[src/rtl/sad_pkg.sv]
// Shared constants, FSM state type and lane-slicing helper for the SAD
// candidate engine and its per-lane absolute-difference stage.
package sad_pkg;

  localparam int PIX_W             = 8;
  localparam int LANES             = 4;
  localparam int WORD_W            = LANES * PIX_W;
  localparam int SAD_W             = 16;
  localparam int IDX_W             = 6;
  localparam int LANE_SUM_W        = PIX_W + $clog2(LANES);
  localparam int DEF_WORDS_PER_BLK = 64;
  localparam int DEF_NUM_CAND      = 49;

  typedef enum logic [1:0] {
    IDLE  = 2'd0,
    RUN   = 2'd1,
    FLUSH = 2'd2,
    DONE  = 2'd3
  } sad_state_e;

  // Lane 0 sits in the least significant byte of a packed pixel word.
  function automatic logic [PIX_W-1:0] lane_slice(input logic [WORD_W-1:0] word,
                                                  input int lane);
    return PIX_W'(word >> (lane * PIX_W));
  endfunction

endpackage

[src/rtl/sad_cand_engine_if.sv]
// Handshake, pixel bus and result signals between the motion-estimation
// controller (master) and the SAD candidate engine (slave).
interface sad_cand_engine_if;
  import sad_pkg::*;

  logic              start;
  logic              in_valid;
  logic              in_ready;
  logic [WORD_W-1:0] cur_data;
  logic [WORD_W-1:0] ref_data;
  logic              sad_valid;
  logic [SAD_W-1:0]  sad_value;
  logic [IDX_W-1:0]  sad_cand;
  logic              done;
  logic [SAD_W-1:0]  best_sad;
  logic [IDX_W-1:0]  best_idx;
  logic              busy;

  modport master (
    output start, in_valid, cur_data, ref_data,
    input  in_ready, sad_valid, sad_value, sad_cand, done, best_sad, best_idx, busy
  );

  modport slave (
    input  start, in_valid, cur_data, ref_data,
    output in_ready, sad_valid, sad_value, sad_cand, done, best_sad, best_idx, busy
  );

endinterface

[src/rtl/sad_absdiff_lane.sv]
// Two-stage absolute difference of one pixel pair: a 9-bit signed difference,
// then magnitude by XOR conditional complement plus the sign bit.
module sad_absdiff_lane
  import sad_pkg::*;
(
  input  logic             clk,
  input  logic             rst,
  input  logic [PIX_W-1:0] cur_i,
  input  logic [PIX_W-1:0] ref_i,
  output logic [PIX_W-1:0] absdiff_o
);

  logic [PIX_W:0]   diff_q;
  logic [PIX_W-1:0] abs_q;

  // Stages run every cycle; validity is tracked alongside in the engine.
  always_ff @(posedge clk) begin
    if (rst) begin
      diff_q <= '0;
      abs_q  <= '0;
    end else begin
      diff_q <= {1'b0, cur_i} - {1'b0, ref_i};
      abs_q  <= (diff_q[PIX_W-1:0] ^ {PIX_W{diff_q[PIX_W]}})
              + {{(PIX_W-1){1'b0}}, diff_q[PIX_W]};
    end
  end

  assign absdiff_o = abs_q;

endmodule

[src/rtl/sad_cand_engine.sv]
// Streaming SAD engine: accumulates one SAD per candidate block over a search
// window and tracks the lowest-index minimum for the motion-vector stage.
module sad_cand_engine
  import sad_pkg::*;
#(
  parameter int WORDS_PER_BLK = DEF_WORDS_PER_BLK,
  parameter int NUM_CAND      = DEF_NUM_CAND
)(
  input logic              clk,
  input logic              rst,
  sad_cand_engine_if.slave bus
);

  localparam int WC_W = (WORDS_PER_BLK > 1) ? $clog2(WORDS_PER_BLK) : 1;

  sad_state_e       state_q;
  logic [WC_W-1:0]  word_cnt_q;
  logic [IDX_W-1:0] cand_cnt_q;

  logic             s1_valid_q, s1_last_q;
  logic [IDX_W-1:0] s1_cand_q;
  logic             s2_valid_q, s2_last_q;
  logic [IDX_W-1:0] s2_cand_q;
  logic [SAD_W-1:0] acc_q, acc_d;

  logic             in_ready_q;
  logic             sad_valid_q;
  logic [SAD_W-1:0] sad_value_q;
  logic [IDX_W-1:0] sad_cand_q;
  logic             done_q;
  logic [SAD_W-1:0] best_sad_q;
  logic [IDX_W-1:0] best_idx_q;
  logic             busy_q;

  logic [PIX_W-1:0]      cur_lane [LANES];
  logic [PIX_W-1:0]      ref_lane [LANES];
  logic [PIX_W-1:0]      absdiff  [LANES];
  logic [LANE_SUM_W-1:0] lane_sum;

  logic accept;
  logic last_word;
  logic last_cand;
  logic cand_end;

  assign accept    = in_ready_q & bus.in_valid;
  assign last_word = (word_cnt_q == WC_W'(WORDS_PER_BLK - 1));
  assign last_cand = (cand_cnt_q == IDX_W'(NUM_CAND - 1));
  assign cand_end  = s2_valid_q & s2_last_q;

  for (genvar g = 0; g < LANES; g++) begin : g_lane
    assign cur_lane[g] = lane_slice(bus.cur_data, g);
    assign ref_lane[g] = lane_slice(bus.ref_data, g);

    sad_absdiff_lane u_lane (
      .clk       (clk),
      .rst       (rst),
      .cur_i     (cur_lane[g]),
      .ref_i     (ref_lane[g]),
      .absdiff_o (absdiff[g])
    );
  end

  always_comb begin
    lane_sum = '0;
    for (int l = 0; l < LANES; l++) begin
      lane_sum = lane_sum + LANE_SUM_W'(absdiff[l]);
    end
    acc_d = acc_q + SAD_W'(lane_sum);
  end

  // Valid/last/index tags ride beside the lane registers; the accumulator
  // restarts at zero right after a candidate's final word so there is no bubble.
  always_ff @(posedge clk) begin
    if (rst) begin
      s1_valid_q <= 1'b0;
      s1_last_q  <= 1'b0;
      s1_cand_q  <= '0;
      s2_valid_q <= 1'b0;
      s2_last_q  <= 1'b0;
      s2_cand_q  <= '0;
      acc_q      <= '0;
    end else begin
      s1_valid_q <= accept;
      s1_last_q  <= last_word;
      s1_cand_q  <= cand_cnt_q;
      s2_valid_q <= s1_valid_q;
      s2_last_q  <= s1_last_q;
      s2_cand_q  <= s1_cand_q;
      if (s2_valid_q) begin
        acc_q <= s2_last_q ? '0 : acc_d;
      end
    end
  end

  always_ff @(posedge clk) begin
    if (rst) begin
      state_q     <= IDLE;
      word_cnt_q  <= '0;
      cand_cnt_q  <= '0;
      in_ready_q  <= 1'b0;
      sad_valid_q <= 1'b0;
      sad_value_q <= '0;
      sad_cand_q  <= '0;
      done_q      <= 1'b0;
      best_sad_q  <= '0;
      best_idx_q  <= '0;
      busy_q      <= 1'b0;
    end else begin
      sad_valid_q <= 1'b0;
      done_q      <= 1'b0;

      // Strict compare keeps the earliest candidate on a tie.
      if (cand_end) begin
        sad_valid_q <= 1'b1;
        sad_value_q <= acc_d;
        sad_cand_q  <= s2_cand_q;
        if (acc_d < best_sad_q) begin
          best_sad_q <= acc_d;
          best_idx_q <= s2_cand_q;
        end
      end

      case (state_q)
        IDLE: begin
          if (bus.start) begin
            state_q    <= RUN;
            word_cnt_q <= '0;
            cand_cnt_q <= '0;
            best_sad_q <= '1;
            best_idx_q <= '0;
            in_ready_q <= 1'b1;
            busy_q     <= 1'b1;
          end
        end
        RUN: begin
          if (accept) begin
            if (last_word) begin
              word_cnt_q <= '0;
              if (last_cand) begin
                state_q    <= FLUSH;
                in_ready_q <= 1'b0;
              end else begin
                cand_cnt_q <= cand_cnt_q + 1'b1;
              end
            end else begin
              word_cnt_q <= word_cnt_q + 1'b1;
            end
          end
        end
        FLUSH: begin
          if (sad_valid_q && (sad_cand_q == IDX_W'(NUM_CAND - 1))) begin
            state_q <= DONE;
            done_q  <= 1'b1;
          end
        end
        DONE: begin
          state_q <= IDLE;
          busy_q  <= 1'b0;
        end
        default: state_q <= IDLE;
      endcase
    end
  end

  assign bus.in_ready  = in_ready_q;
  assign bus.sad_valid = sad_valid_q;
  assign bus.sad_value = sad_value_q;
  assign bus.sad_cand  = sad_cand_q;
  assign bus.done      = done_q;
  assign bus.best_sad  = best_sad_q;
  assign bus.best_idx  = best_idx_q;
  assign bus.busy      = busy_q;

endmodule
[src/flat_wrapper.sv]
// flat-port wrapper written by rule: the top's interface ports become plain ports
module sad_cand_engine_flat import sad_pkg::*;
#(
  parameter int WORDS_PER_BLK = DEF_WORDS_PER_BLK,
  parameter int NUM_CAND      = DEF_NUM_CAND
)
  (clk, rst, bus_start, bus_in_valid, bus_cur_data, bus_ref_data, bus_in_ready, bus_sad_valid, bus_sad_value, bus_sad_cand, bus_done, bus_best_sad, bus_best_idx, bus_busy);
  sad_cand_engine_if bus_i ();
  input logic clk;
  input logic rst;
  input wire logic [$bits(bus_i.start)-1:0] bus_start;
  input wire logic [$bits(bus_i.in_valid)-1:0] bus_in_valid;
  input wire logic [$bits(bus_i.cur_data)-1:0] bus_cur_data;
  input wire logic [$bits(bus_i.ref_data)-1:0] bus_ref_data;
  output wire logic [$bits(bus_i.in_ready)-1:0] bus_in_ready;
  output wire logic [$bits(bus_i.sad_valid)-1:0] bus_sad_valid;
  output wire logic [$bits(bus_i.sad_value)-1:0] bus_sad_value;
  output wire logic [$bits(bus_i.sad_cand)-1:0] bus_sad_cand;
  output wire logic [$bits(bus_i.done)-1:0] bus_done;
  output wire logic [$bits(bus_i.best_sad)-1:0] bus_best_sad;
  output wire logic [$bits(bus_i.best_idx)-1:0] bus_best_idx;
  output wire logic [$bits(bus_i.busy)-1:0] bus_busy;
  assign bus_i.start = bus_start;
  assign bus_i.in_valid = bus_in_valid;
  assign bus_i.cur_data = bus_cur_data;
  assign bus_i.ref_data = bus_ref_data;
  assign bus_in_ready = bus_i.in_ready;
  assign bus_sad_valid = bus_i.sad_valid;
  assign bus_sad_value = bus_i.sad_value;
  assign bus_sad_cand = bus_i.sad_cand;
  assign bus_done = bus_i.done;
  assign bus_best_sad = bus_i.best_sad;
  assign bus_best_idx = bus_i.best_idx;
  assign bus_busy = bus_i.busy;
  sad_cand_engine #(.WORDS_PER_BLK(WORDS_PER_BLK), .NUM_CAND(NUM_CAND)) u_core (.clk(clk), .rst(rst), .bus(bus_i));
endmodule
[config.mk]
export PLATFORM = sky130hd
export DESIGN_NAME = sad_cand_engine_flat
export DESIGN_NICKNAME = d
export VERILOG_FILES = /design/src/rtl/sad_pkg.sv /design/src/rtl/sad_cand_engine_if.sv /design/src/rtl/sad_absdiff_lane.sv /design/src/rtl/sad_cand_engine.sv /design/src/flat_wrapper.sv
export SDC_FILE = /design/constraint.sdc
export NUM_CORES = 1
export LEC_CHECK = 0
export CAP_MARGIN = 20
export CELL_PAD_IN_SITES_DETAIL_PLACEMENT = 0
export CELL_PAD_IN_SITES_GLOBAL_PLACEMENT = 1
export CORE_MARGIN = 1
export CORE_UTILIZATION = 30
export CTS_BUF_LIST = sky130_fd_sc_hd__clkbuf_16
export DETAILED_ROUTE_END_ITERATION = 7
export GPL_TIMING_DRIVEN = 1
export PLACE_DENSITY = 0.68
export SLEW_MARGIN = 20
export SYNTH_ARGS = -nofsm -noshare
export SYNTH_HDL_FRONTEND = slang
export SYNTH_HIERARCHICAL = 1
export SYNTH_SLANG_ARGS = --single-unit
[constraint.sdc]
create_clock -name clk -period 9.65 [get_ports clk]
set_input_delay 2.895 -clock clk [delete_from_list [all_inputs] [get_ports clk]]
set_output_delay 2.895 -clock clk [all_outputs]
set_load 0.005 [all_outputs]
==> results of run 1 <==
power by group:
group / total, mW / switching, mW / internal [mW]
sequential: 0.822 / 0.0711 / 0.751
combinational: 1.13 / 0.653 / 0.472
clock: 0.671 / 0.303 / 0.368
total: 2.62 / 1.03 / 1.59
cells by family after synthesis:
logic type	synth area share, %
AOI/OAI and AO/OA	16.28
xor gates and xnor gates	4.292
adders and majority gates	15.78
buffers and inverters	7.691
DFF	34.02
muxes	2.992
and+or+nand+nor	18.95
placed cells by master, fill, tap and decap left out, types with 6 or more instances in the layout:
cell | netlist | final
sky130_fd_sc_hd__a31oi_1 | 14 | 14
sky130_fd_sc_hd__o211ai_1 | 8 | 8
sky130_fd_sc_hd__fa_1 | 27 | 27
sky130_fd_sc_hd__or4_1 | 10 | 10
sky130_fd_sc_hd__o31a_1 | 12 | 12
sky130_fd_sc_hd__nand2b_1 | 19 | 19
sky130_fd_sc_hd__dfxtp_1 | 162 | 162
sky130_fd_sc_hd__nor2_1 | 116 | 116
sky130_fd_sc_hd__nor4_1 | 14 | 14
sky130_fd_sc_hd__and3_1 | 8 | 8
sky130_fd_sc_hd__xor2_1 | 26 | 26
sky130_fd_sc_hd__a22oi_1 | 20 | 20
sky130_fd_sc_hd__nand3_1 | 14 | 13
sky130_fd_sc_hd__nor3b_1 | 14 | 14
sky130_fd_sc_hd__xnor2_1 | 17 | 17
sky130_fd_sc_hd__inv_1 | 140 | 140
sky130_fd_sc_hd__mux2_2 | 12 | 12
sky130_fd_sc_hd__nor3_1 | 18 | 18
sky130_fd_sc_hd__nand4_1 | 8 | 8
sky130_fd_sc_hd__inv_6 | 0 | 6
sky130_fd_sc_hd__a21oi_1 | 59 | 59
sky130_fd_sc_hd__a211o_1 | 8 | 8
sky130_fd_sc_hd__ha_1 | 77 | 77
sky130_fd_sc_hd__nand2_1 | 61 | 61
sky130_fd_sc_hd__o21ai_0 | 42 | 42
sky130_fd_sc_hd__clkdlybuf4s50_1 | 0 | 114
sky130_fd_sc_hd__a211oi_1 | 12 | 12
sky130_fd_sc_hd__mux2i_1 | 15 | 15
sky130_fd_sc_hd__clkbuf_16 | 0 | 17
sky130_fd_sc_hd__a21o_1 | 11 | 11
sky130_fd_sc_hd__nor2b_1 | 31 | 31
sky130_fd_sc_hd__o21a_1 | 11 | 11
per-layer routing:
metal,routed length (um),GRT usage (%)
met3,691,2.365
met4,220,3.863
met2,9657,21.72
met1,10610,18.46
met5,0,0
path summary, 6_finish.rpt:
kind	slack (ns)	from	endpoint	cells after the start
min	0.43	u_core/s1_cand_q[1]	u_core/s2_cand_q[1]	1
min reg2reg	0.43	u_core/s1_cand_q[1]	u_core/s2_cand_q[1]	1
max reg2reg	3.57	u_core/acc_q[1]	u_core/bus.best_sad[4]	21
max	3.57	u_core/acc_q[1]	u_core/bus.best_sad[4]	21
synth_stat cells (14+ instances only):
cell type and instances:
sky130_fd_sc_hd__fa_1 27, sky130_fd_sc_hd__nor2b_1 31, sky130_fd_sc_hd__mux2i_1 15, sky130_fd_sc_hd__dfxtp_1 162, sky130_fd_sc_hd__ha_1 77, sky130_fd_sc_hd__buf_2 16, sky130_fd_sc_hd__a21oi_1 59, sky130_fd_sc_hd__nor2_1 116
sky130_fd_sc_hd__clkbuf_1 18, sky130_fd_sc_hd__xor2_1 26, sky130_fd_sc_hd__nor4_1 14, sky130_fd_sc_hd__nand2_1 61, sky130_fd_sc_hd__a31oi_1 14, sky130_fd_sc_hd__nand2b_1 19, sky130_fd_sc_hd__nand3_1 14, sky130_fd_sc_hd__a22oi_1 20
sky130_fd_sc_hd__inv_1 140, sky130_fd_sc_hd__nor3_1 18, sky130_fd_sc_hd__xnor2_1 17, sky130_fd_sc_hd__o21ai_0 42, sky130_fd_sc_hd__nor3b_1 14
layout make-up:
class / instances / area, um2 / area share (%)
Sequential cell: 162 / 3243 / 27.98
Multi-Input combinational cell: 754 / 5562 / 47.99
Tap cell: 396 / 495.5 / 4.275
Timing Repair Buffer: 117 / 1167 / 10.07
Clock inverter: 15 / 171.4 / 1.479
Inverter: 140 / 525.5 / 4.534
Clock buffer: 17 / 425.4 / 3.671
through the flow:
step	worst slack (ns)	cells
2_1_floorplan	4.521	1098
3_3_place_gp	3.305	1569
3_5_place_dp	3.211	1569
4_1_cts	3.174	1601
5_1_grt	3.213	1601
6_report	3.567	1601
state kept, by name, indices dropped and copies added, names as in the netlist:
register	count
u_core/s1_cand_q	6
u_core/s1_last_q	1
u_core/g_lane.u_lane/diff_q	36
u_core/bus.sad_valid	1
u_core/acc_q	16
u_core/s2_cand_q	6
u_core/s2_last_q	1
u_core/word_cnt_q	6
u_core/bus.done	1
u_core/s2_valid_q	1
u_core/bus.busy	1
u_core/bus.in_ready	1
u_core/bus.best_sad	16
u_core/s1_valid_q	1
u_core/bus.sad_cand	6
u_core/cand_cnt_q	6
u_core/g_lane.u_lane/absdiff_o	32
u_core/state_q	2
u_core/bus.best_idx	6
u_core/bus.sad_value	16
critical path, cell delays in order (launching register included):
cell                        delay [ns]
sky130_fd_sc_hd__dfxtp_1          0.32
sky130_fd_sc_hd__inv_1            0.06
sky130_fd_sc_hd__fa_1             0.49
sky130_fd_sc_hd__fa_1             0.52
sky130_fd_sc_hd__inv_1            0.05
sky130_fd_sc_hd__fa_1             0.50
sky130_fd_sc_hd__ha_1             0.19
sky130_fd_sc_hd__inv_1            0.06
sky130_fd_sc_hd__fa_1             0.39
sky130_fd_sc_hd__and2b_1          0.25
sky130_fd_sc_hd__o2111ai_1        0.16
sky130_fd_sc_hd__and3_1           0.22
sky130_fd_sc_hd__nor4_1           0.36
sky130_fd_sc_hd__xnor2_1          0.26
sky130_fd_sc_hd__inv_1            0.08
sky130_fd_sc_hd__ha_1             0.29
sky130_fd_sc_hd__nand2_1          0.11
sky130_fd_sc_hd__o21ai_0          0.10
sky130_fd_sc_hd__nor3_1           0.27
sky130_fd_sc_hd__nand3_2          0.57
sky130_fd_sc_hd__and3_1           0.45
sky130_fd_sc_hd__a211o_1          0.27
==> out/summary.log, run 1 <==
INFO  status         outcome=finished, final reports clean
INFO  clock_tree     max-clock-path-buffers=2
INFO  pwr            power_per_cell_area=225.9mW/mm2
INFO  job            maxCapViolations=0
INFO  sta            rsz0062_at_grt=no
INFO  clock_tree     clk-insertion-delay-late=0.43ns
INFO  worst_setup_path critical_path_class=reg2reg
INFO  sta            max_clock_freq=164.4MHz
INFO  sta            timing_hold_violations_final=0
INFO  routing        route.final.wire_length=21.18mm
INFO  routing        via_per_inst=4.760
INFO  yosys          netlist_top_cells_area=sky130_fd_sc_hd__dfxtp_1 34%, sky130_fd_sc_hd__ha_1 10%, sky130_fd_sc_hd__fa_1 5.7%, sky130_fd_sc_hd__inv_1 5.5%, sky130_fd_sc_hd__nor2_1 4.6%
INFO  pwr            cellLeakagePower=4.978nW
INFO  clock_tree     htree_levels=4
INFO  clock_tree     number_of_buffers_created_by_cts=17
INFO  clock_tree     worst_setup_hold_path_clk_slew=0.07ns
INFO  global_route   grt_antenna_before_repair=0
INFO  clock_tree     cts_resized=0
INFO  clock_tree     cts-root-buf=sky130_fd_sc_hd__clkbuf_16
INFO  sta            finClkSkew=0.01470ns
INFO  global_route   grt_max_degree=119
INFO  clock_tree     cts_hold_repair.buffers=0
INFO  routing        num_vias=7620
INFO  placed_design  port-buffer-count=115
INFO  yosys          yosysUniqueCellTypes=63
INFO  finish         fin_area=0.01159mm2
INFO  yosys          synthDominantCellAreaShare=34.02%
INFO  routing        detailedRoute.firstIterationViolations=338
INFO  global_route   first_global_vias=7197
INFO  placed_design  gp_congestion=0.7711
INFO  worst_setup_path setup.worst_path.start_class=register
INFO  yosys          ys_seq_elements=162
INFO  yosys          synth_top_flop_cell=sky130_fd_sc_hd__dfxtp_1
INFO  sta            tns=0ns
INFO  yosys          synthesis.area=0.009533mm2
INFO  global_route   grt_remaining_overflow=0
INFO  sta            period_utilisation_layout=63.04%
INFO  global_route   grt.total_usage=13.51%
INFO  worst_setup_path worstPathArrival=6.39ns
INFO  sta            worst-slew-pin-transition=0.8389ns
INFO  die            core_area=0.03091mm2
INFO  clock_tree     cts.sinks=162
INFO  yosys          cell_count_after_synthesis=1098
INFO  clock_tree     post-cts-setup-buffer-count=0
INFO  worst_setup_path critical_path_required=9.96ns
INFO  placed_design  detailed_place_hpwl=15.56mm
INFO  sta            hold_ws=0.4340ns
INFO  yosys          synth_area_leader_cell=sky130_fd_sc_hd__dfxtp_1
INFO  worst_setup_path endpoint_kind=register
INFO  finish         post_route_cells_drive_above_1_share=5.726%
INFO  yosys          postSynth.asyncResetShare=0%
INFO  routing        route.antenna.remaining_nets=0
INFO  sta            setup_violations=0
INFO  clock_tree     tritoncts=done
INFO  yosys          postSynthNetCount=1270
INFO  yosys          synthesis.yosys.warnings=6
INFO  die            boundaryPins=116
INFO  die            design.die.area=0.03249mm2
INFO  sta            finalCriticalPeriod=6.083ns
INFO  min_path       min-delay-path-class=reg2reg
INFO  finish         n_fill_cell=3196
INFO  sta            relSlewSlack=43.87%
INFO  global_route   wire_length_of_the_first_global_routing_pass=36.12mm
INFO  die            dieWidth=180.3um
INFO  finish         num_antenna_cells=0
INFO  finish         layout.core_utilization=37.50%
INFO  yosys          number_of_enable_flip_flop_cells_after_synthesis=0
INFO  sta            final-max-slew-violation-count=0
INFO  routing        firstDrtPassIters=5
INFO  die            dieHeight=180.3um
INFO  routing        drt_drc_violations_left=0
INFO  yosys          synth.yosys.seq_area_share=34.02%
INFO  pwr            power.ir.vdd_worst=0.1037mV
INFO  die            fp-row-count=64
INFO  pwr            total_power=2.618mW
INFO  routing        detail_route.wl_per_cell=13.23um
INFO  yosys          synth.avg_cell_area=8.682um2
INFO  die            initial_core_util=30.84%
INFO  worst_setup_path crit_path_max_fanout=21
INFO  finish         area_delta_synth_final=21.58%
INFO  finish         finalNetCount=1364
INFO  placed_design  post_dp_cell_area=0.01099mm2
Note: power is estimated with default switching activity, not from simulation.
==> run 2: changes to the inputs <==
==> constraint.sdc (replaced) <==
create_clock -name clk -period 6.2 [get_ports clk]
set_input_delay 1.86 -clock clk [delete_from_list [all_inputs] [get_ports clk]]
set_output_delay 1.86 -clock clk [all_outputs]
set_load 0.005 [all_outputs]
==> run 2 against run 1 <==
Sequential power up 56%. Largest cell class unchanged. Worst setup slack worse by 2.9 ns. Sequential share of layout area about the same. Critical path depth up 2.
==> out/summary.log, run 2 (synthesis results as in run 1) <==
INFO  clock_tree     tritoncts=done
INFO  worst_setup_path critical_path_class=reg2reg
INFO  worst_setup_path setup.worst_path.start_class=register
INFO  worst_setup_path timing.reg2reg.setup_slack=0.63ns [-2.94 ns]
INFO  worst_setup_path worst_r2r_endpoint=u_core/bus.best_sad[2]
INFO  routing        via_per_inst=4.736 [-0.48%]
INFO  worst_setup_path crit_path_max_fanout=13 [-38%]
INFO  clock_tree     worst_setup_hold_path_clk_slew=0.07ns [about the same]
INFO  worst_setup_path endpoint_kind=register
INFO  finish         most-common-layout-cells=162 x sky130_fd_sc_hd__dfxtp_1, 140 x sky130_fd_sc_hd__inv_1, 116 x sky130_fd_sc_hd__nor2_1
INFO  sta            relSlewSlack=40.66% [-3.2 points]
INFO  clock_tree     post-cts-setup-buffer-count=0 [unchanged]
INFO  worst_setup_path r2r_cells=23 [+9.5%]
INFO  sta            setup_violations=0 [unchanged]
INFO  die            fp-row-count=64 [unchanged]
INFO  status         outcome=finished, final reports clean
INFO  clock_tree     number_of_buffers_created_by_cts=17 [unchanged]
INFO  clock_tree     htree_levels=4 [unchanged]
INFO  pwr            power.combinational.fraction=43.5% [+0.5 points]
INFO  sta            rsz0062_at_grt=no
INFO  pwr            net-switching-power=1.612mW [+57%]
INFO  finish         largest_register=u_core/g_lane.u_lane/diff_q
INFO  clock_tree     cts.sinks=162 [unchanged]
INFO  die            initial_core_util=30.84% [unchanged]
INFO  finish         num_antenna_cells=0 [unchanged]
INFO  sta            worst-slew-pin-transition=0.8901ns [+0.05126 ns]
INFO  clock_tree     clk-insertion-delay-late=0.43ns [about the same]
INFO  sta            finClkSkew=0.01998ns [+0.005281 ns]
INFO  die            core_area=0.03091mm2 [unchanged]
INFO  pwr            power.share.clock=25.4% [-0.2 points]
INFO  die            dieHeight=180.3um [unchanged]
INFO  worst_setup_path critical_path_required=6.47ns [-3.49 ns]
INFO  routing        detail_route.wl_per_cell=13.32um [+0.70%]
INFO  finish         post_route_cells_drive_above_1_share=5.955% [+0.23 points]
INFO  placed_design  detailed_place_hpwl=15.95mm [+2.5%]
INFO  routing        drt_drc_violations_left=0 [unchanged]
INFO  pwr            power_per_cell_area=355.0mW/mm2 [+57%]
INFO  pwr            cell_internal_pwr=2.510mW [+58%]
INFO  pwr            netSwitchingFraction=39.10% [-0.15 points]
INFO  sta            hold_ws=0.4344ns [+0.0004240 ns]
INFO  routing        routed-wl-met2=10.06mm [+4.2%]
INFO  routing        wl_met1=10.52mm [-0.85%]
INFO  routing        top_signal_layer_used=met4
INFO  die            boundaryPins=116 [unchanged]
INFO  clock_tree     cts_resized=0 [unchanged]
INFO  global_route   wire_length_of_the_first_global_routing_pass=35.86mm [-0.73%]
INFO  pwr            p_seq_share=31.1% [-0.3 points]
INFO  finish         area_delta_synth_final=21.79%
INFO  routing        num_vias=7602 [-0.24%]
INFO  global_route   grt.total_usage=13.46% [-0.051 points]
INFO  global_route   first_global_vias=7229 [+0.44%]
INFO  finish         largest_register_ff_count=36 [unchanged]
INFO  sta            period_utilisation_layout=89.84% [+27 points]
INFO  routing        firstDrtPassIters=4 [-1]
INFO  worst_setup_path worstPathArrival=5.84ns [-0.55 ns]
INFO  routing        route.antenna.remaining_nets=0 [unchanged]
INFO  finish         count_of_placed_standard_cells_in_the_final_layout_fillers_left_out=1605 [+0.25%]
INFO  clock_tree     cts-root-buf=sky130_fd_sc_hd__clkbuf_16
INFO  sta            timing_hold_violations_final=0 [unchanged]
INFO  routing        met3_routed_wirelength=667um [-3.5%]
INFO  worst_setup_path destination_of_the_critical_timing_path=u_core/bus.best_sad[2]
INFO  finish         most_common_cell_after_layout_fill_and_taps_aside=sky130_fd_sc_hd__dfxtp_1
INFO  min_path       min-delay-path-class=reg2reg
INFO  sta            finalCriticalPeriod=5.570ns [-0.5135 ns]
INFO  global_route   grt_remaining_overflow=0 [unchanged]
INFO  die            design.die.area=0.03249mm2 [unchanged]
INFO  sta            max_clock_freq=179.5MHz [+9.2%]
INFO  die            dieWidth=180.3um [unchanged]
INFO  placed_design  gp_congestion=0.8048 [+4.4%]
INFO  pwr            power.ir.vdd_worst=0.2326mV [+120%]
INFO  global_route   grt_antenna_before_repair=0 [unchanged]
INFO  worst_setup_path critical_path.startpoint=u_core/acc_q[1]
INFO  placed_design  dpl.cell_count=1573 [+0.25%]
INFO  sta            tns=0ns [unchanged]
INFO  clock_tree     max-clock-path-buffers=2 [unchanged]
INFO  placed_design  port-buffer-count=115 [unchanged]
INFO  job            maxCapViolations=0 [unchanged]
INFO  routing        detailedRoute.firstIterationViolations=345 [+2.1%]
INFO  global_route   grt_max_degree=99 [-17%]
INFO  pwr            total_power=4.122mW [+57%]
INFO  routing        route.final.wire_length=21.38mm [+0.95%]
INFO  sta            final-max-slew-violation-count=0 [unchanged]
INFO  pwr            cellLeakagePower=4.989nW [+0.21%]
INFO  worst_setup_path timing.rr.start=u_core/acc_q[1]
INFO  finish         finalNetCount=1368 [+0.29%]
INFO  clock_tree     cts_hold_repair.buffers=0 [unchanged]
INFO  finish         n_fill_cell=3202 [+0.19%]
run 2: cell types whose count changed in the layout (fill, tap and decap cells not counted):
cell,change
sky130_fd_sc_hd__nand3_2,-1
sky130_fd_sc_hd__inv_8,+2
sky130_fd_sc_hd__clkinvlp_4,+2
sky130_fd_sc_hd__nand3_1,+1
sky130_fd_sc_hd__clkinv_4,-3
sky130_fd_sc_hd__clkinv_8,-1
sky130_fd_sc_hd__buf_4,+4
run 2: cell type report:
class / count / area (um2) / area share [%]
Clock buffer: 17 / 425.4 / 3.664
Clock inverter: 15 / 166.4 / 1.433
Inverter: 140 / 525.5 / 4.526
Multi-Input combinational cell: 754 / 5557 / 47.86
Sequential cell: 162 / 3243 / 27.93
Tap cell: 396 / 495.5 / 4.268
Timing Repair Buffer: 121 / 1197 / 10.31
run 2: power by group through the flow:
stage	Clock, mW	Combinational (mW)	Sequential [mW]
floorplan	0	1.26	1.26
global placement	0	1.79	1.30
detailed placement	0	1.81	1.31
CTS	1.08	1.82	1.28
global route	1.13	2.04	1.30
finish	1.05	1.79	1.28
run 2: worst max-delay path, cell delays in order, from the launching register on:
cell and delay, ns:
sky130_fd_sc_hd__dfxtp_1 0.32, sky130_fd_sc_hd__inv_1 0.06, sky130_fd_sc_hd__fa_1 0.49, sky130_fd_sc_hd__fa_1 0.51
sky130_fd_sc_hd__inv_1 0.05, sky130_fd_sc_hd__fa_1 0.50, sky130_fd_sc_hd__ha_1 0.18, sky130_fd_sc_hd__inv_1 0.07
sky130_fd_sc_hd__fa_1 0.39, sky130_fd_sc_hd__and2b_1 0.25, sky130_fd_sc_hd__o2111ai_1 0.17, sky130_fd_sc_hd__and3_1 0.23
sky130_fd_sc_hd__nor4_1 0.30, sky130_fd_sc_hd__xnor2_1 0.26, sky130_fd_sc_hd__inv_1 0.08, sky130_fd_sc_hd__ha_1 0.30
sky130_fd_sc_hd__a21oi_1 0.14, sky130_fd_sc_hd__o21ai_0 0.12, sky130_fd_sc_hd__nor3_1 0.24, sky130_fd_sc_hd__nand3_1 0.11
sky130_fd_sc_hd__buf_4 0.21, sky130_fd_sc_hd__buf_4 0.21, sky130_fd_sc_hd__mux2i_1 0.15, sky130_fd_sc_hd__a21oi_1 0.08
run 2: how the worst min path moves through the flow:
stage	startpoint	to	slack [ns]	depth (start not counted)
after global placement	u_core/s1_cand_q[0]	u_core/s2_cand_q[0]	0.42	1
final	u_core/s1_cand_q[3]	u_core/s2_cand_q[3]	0.43	1
after floorplan	u_core/s1_cand_q[0]	u_core/s2_cand_q[0]	0.41	1
after CTS	u_core/s1_cand_q[3]	u_core/s2_cand_q[3]	0.43	1
after global routing	u_core/s1_cand_q[1]	u_core/s2_cand_q[1]	0.45	1
after detailed placement	u_core/s1_cand_q[3]	u_core/s2_cand_q[3]	0.42	1
run 2: per-stage QoR:
stage | setup slack, ns | area, um2 | utilization (%)
after floorplan | 1.071 | 9533 | -
after global placement | 0.7659 | 11020 | 35.65
after detailed placement | 0.6730 | 11020 | 35.65
after CTS | 0.6652 | 11610 | 37.56
after global routing | 0.3160 | 11610 | 37.56
final | 0.6301 | 11610 | 37.56
run 2: layer usage:
layer / vias to the layer above / GRT usage [%]
met1: 3497 / 17.89
li1: 3974 / -
met5: - / 0
met4: 0 / 3.009
met2: 120 / 22.34
met3: 11 / 2.749
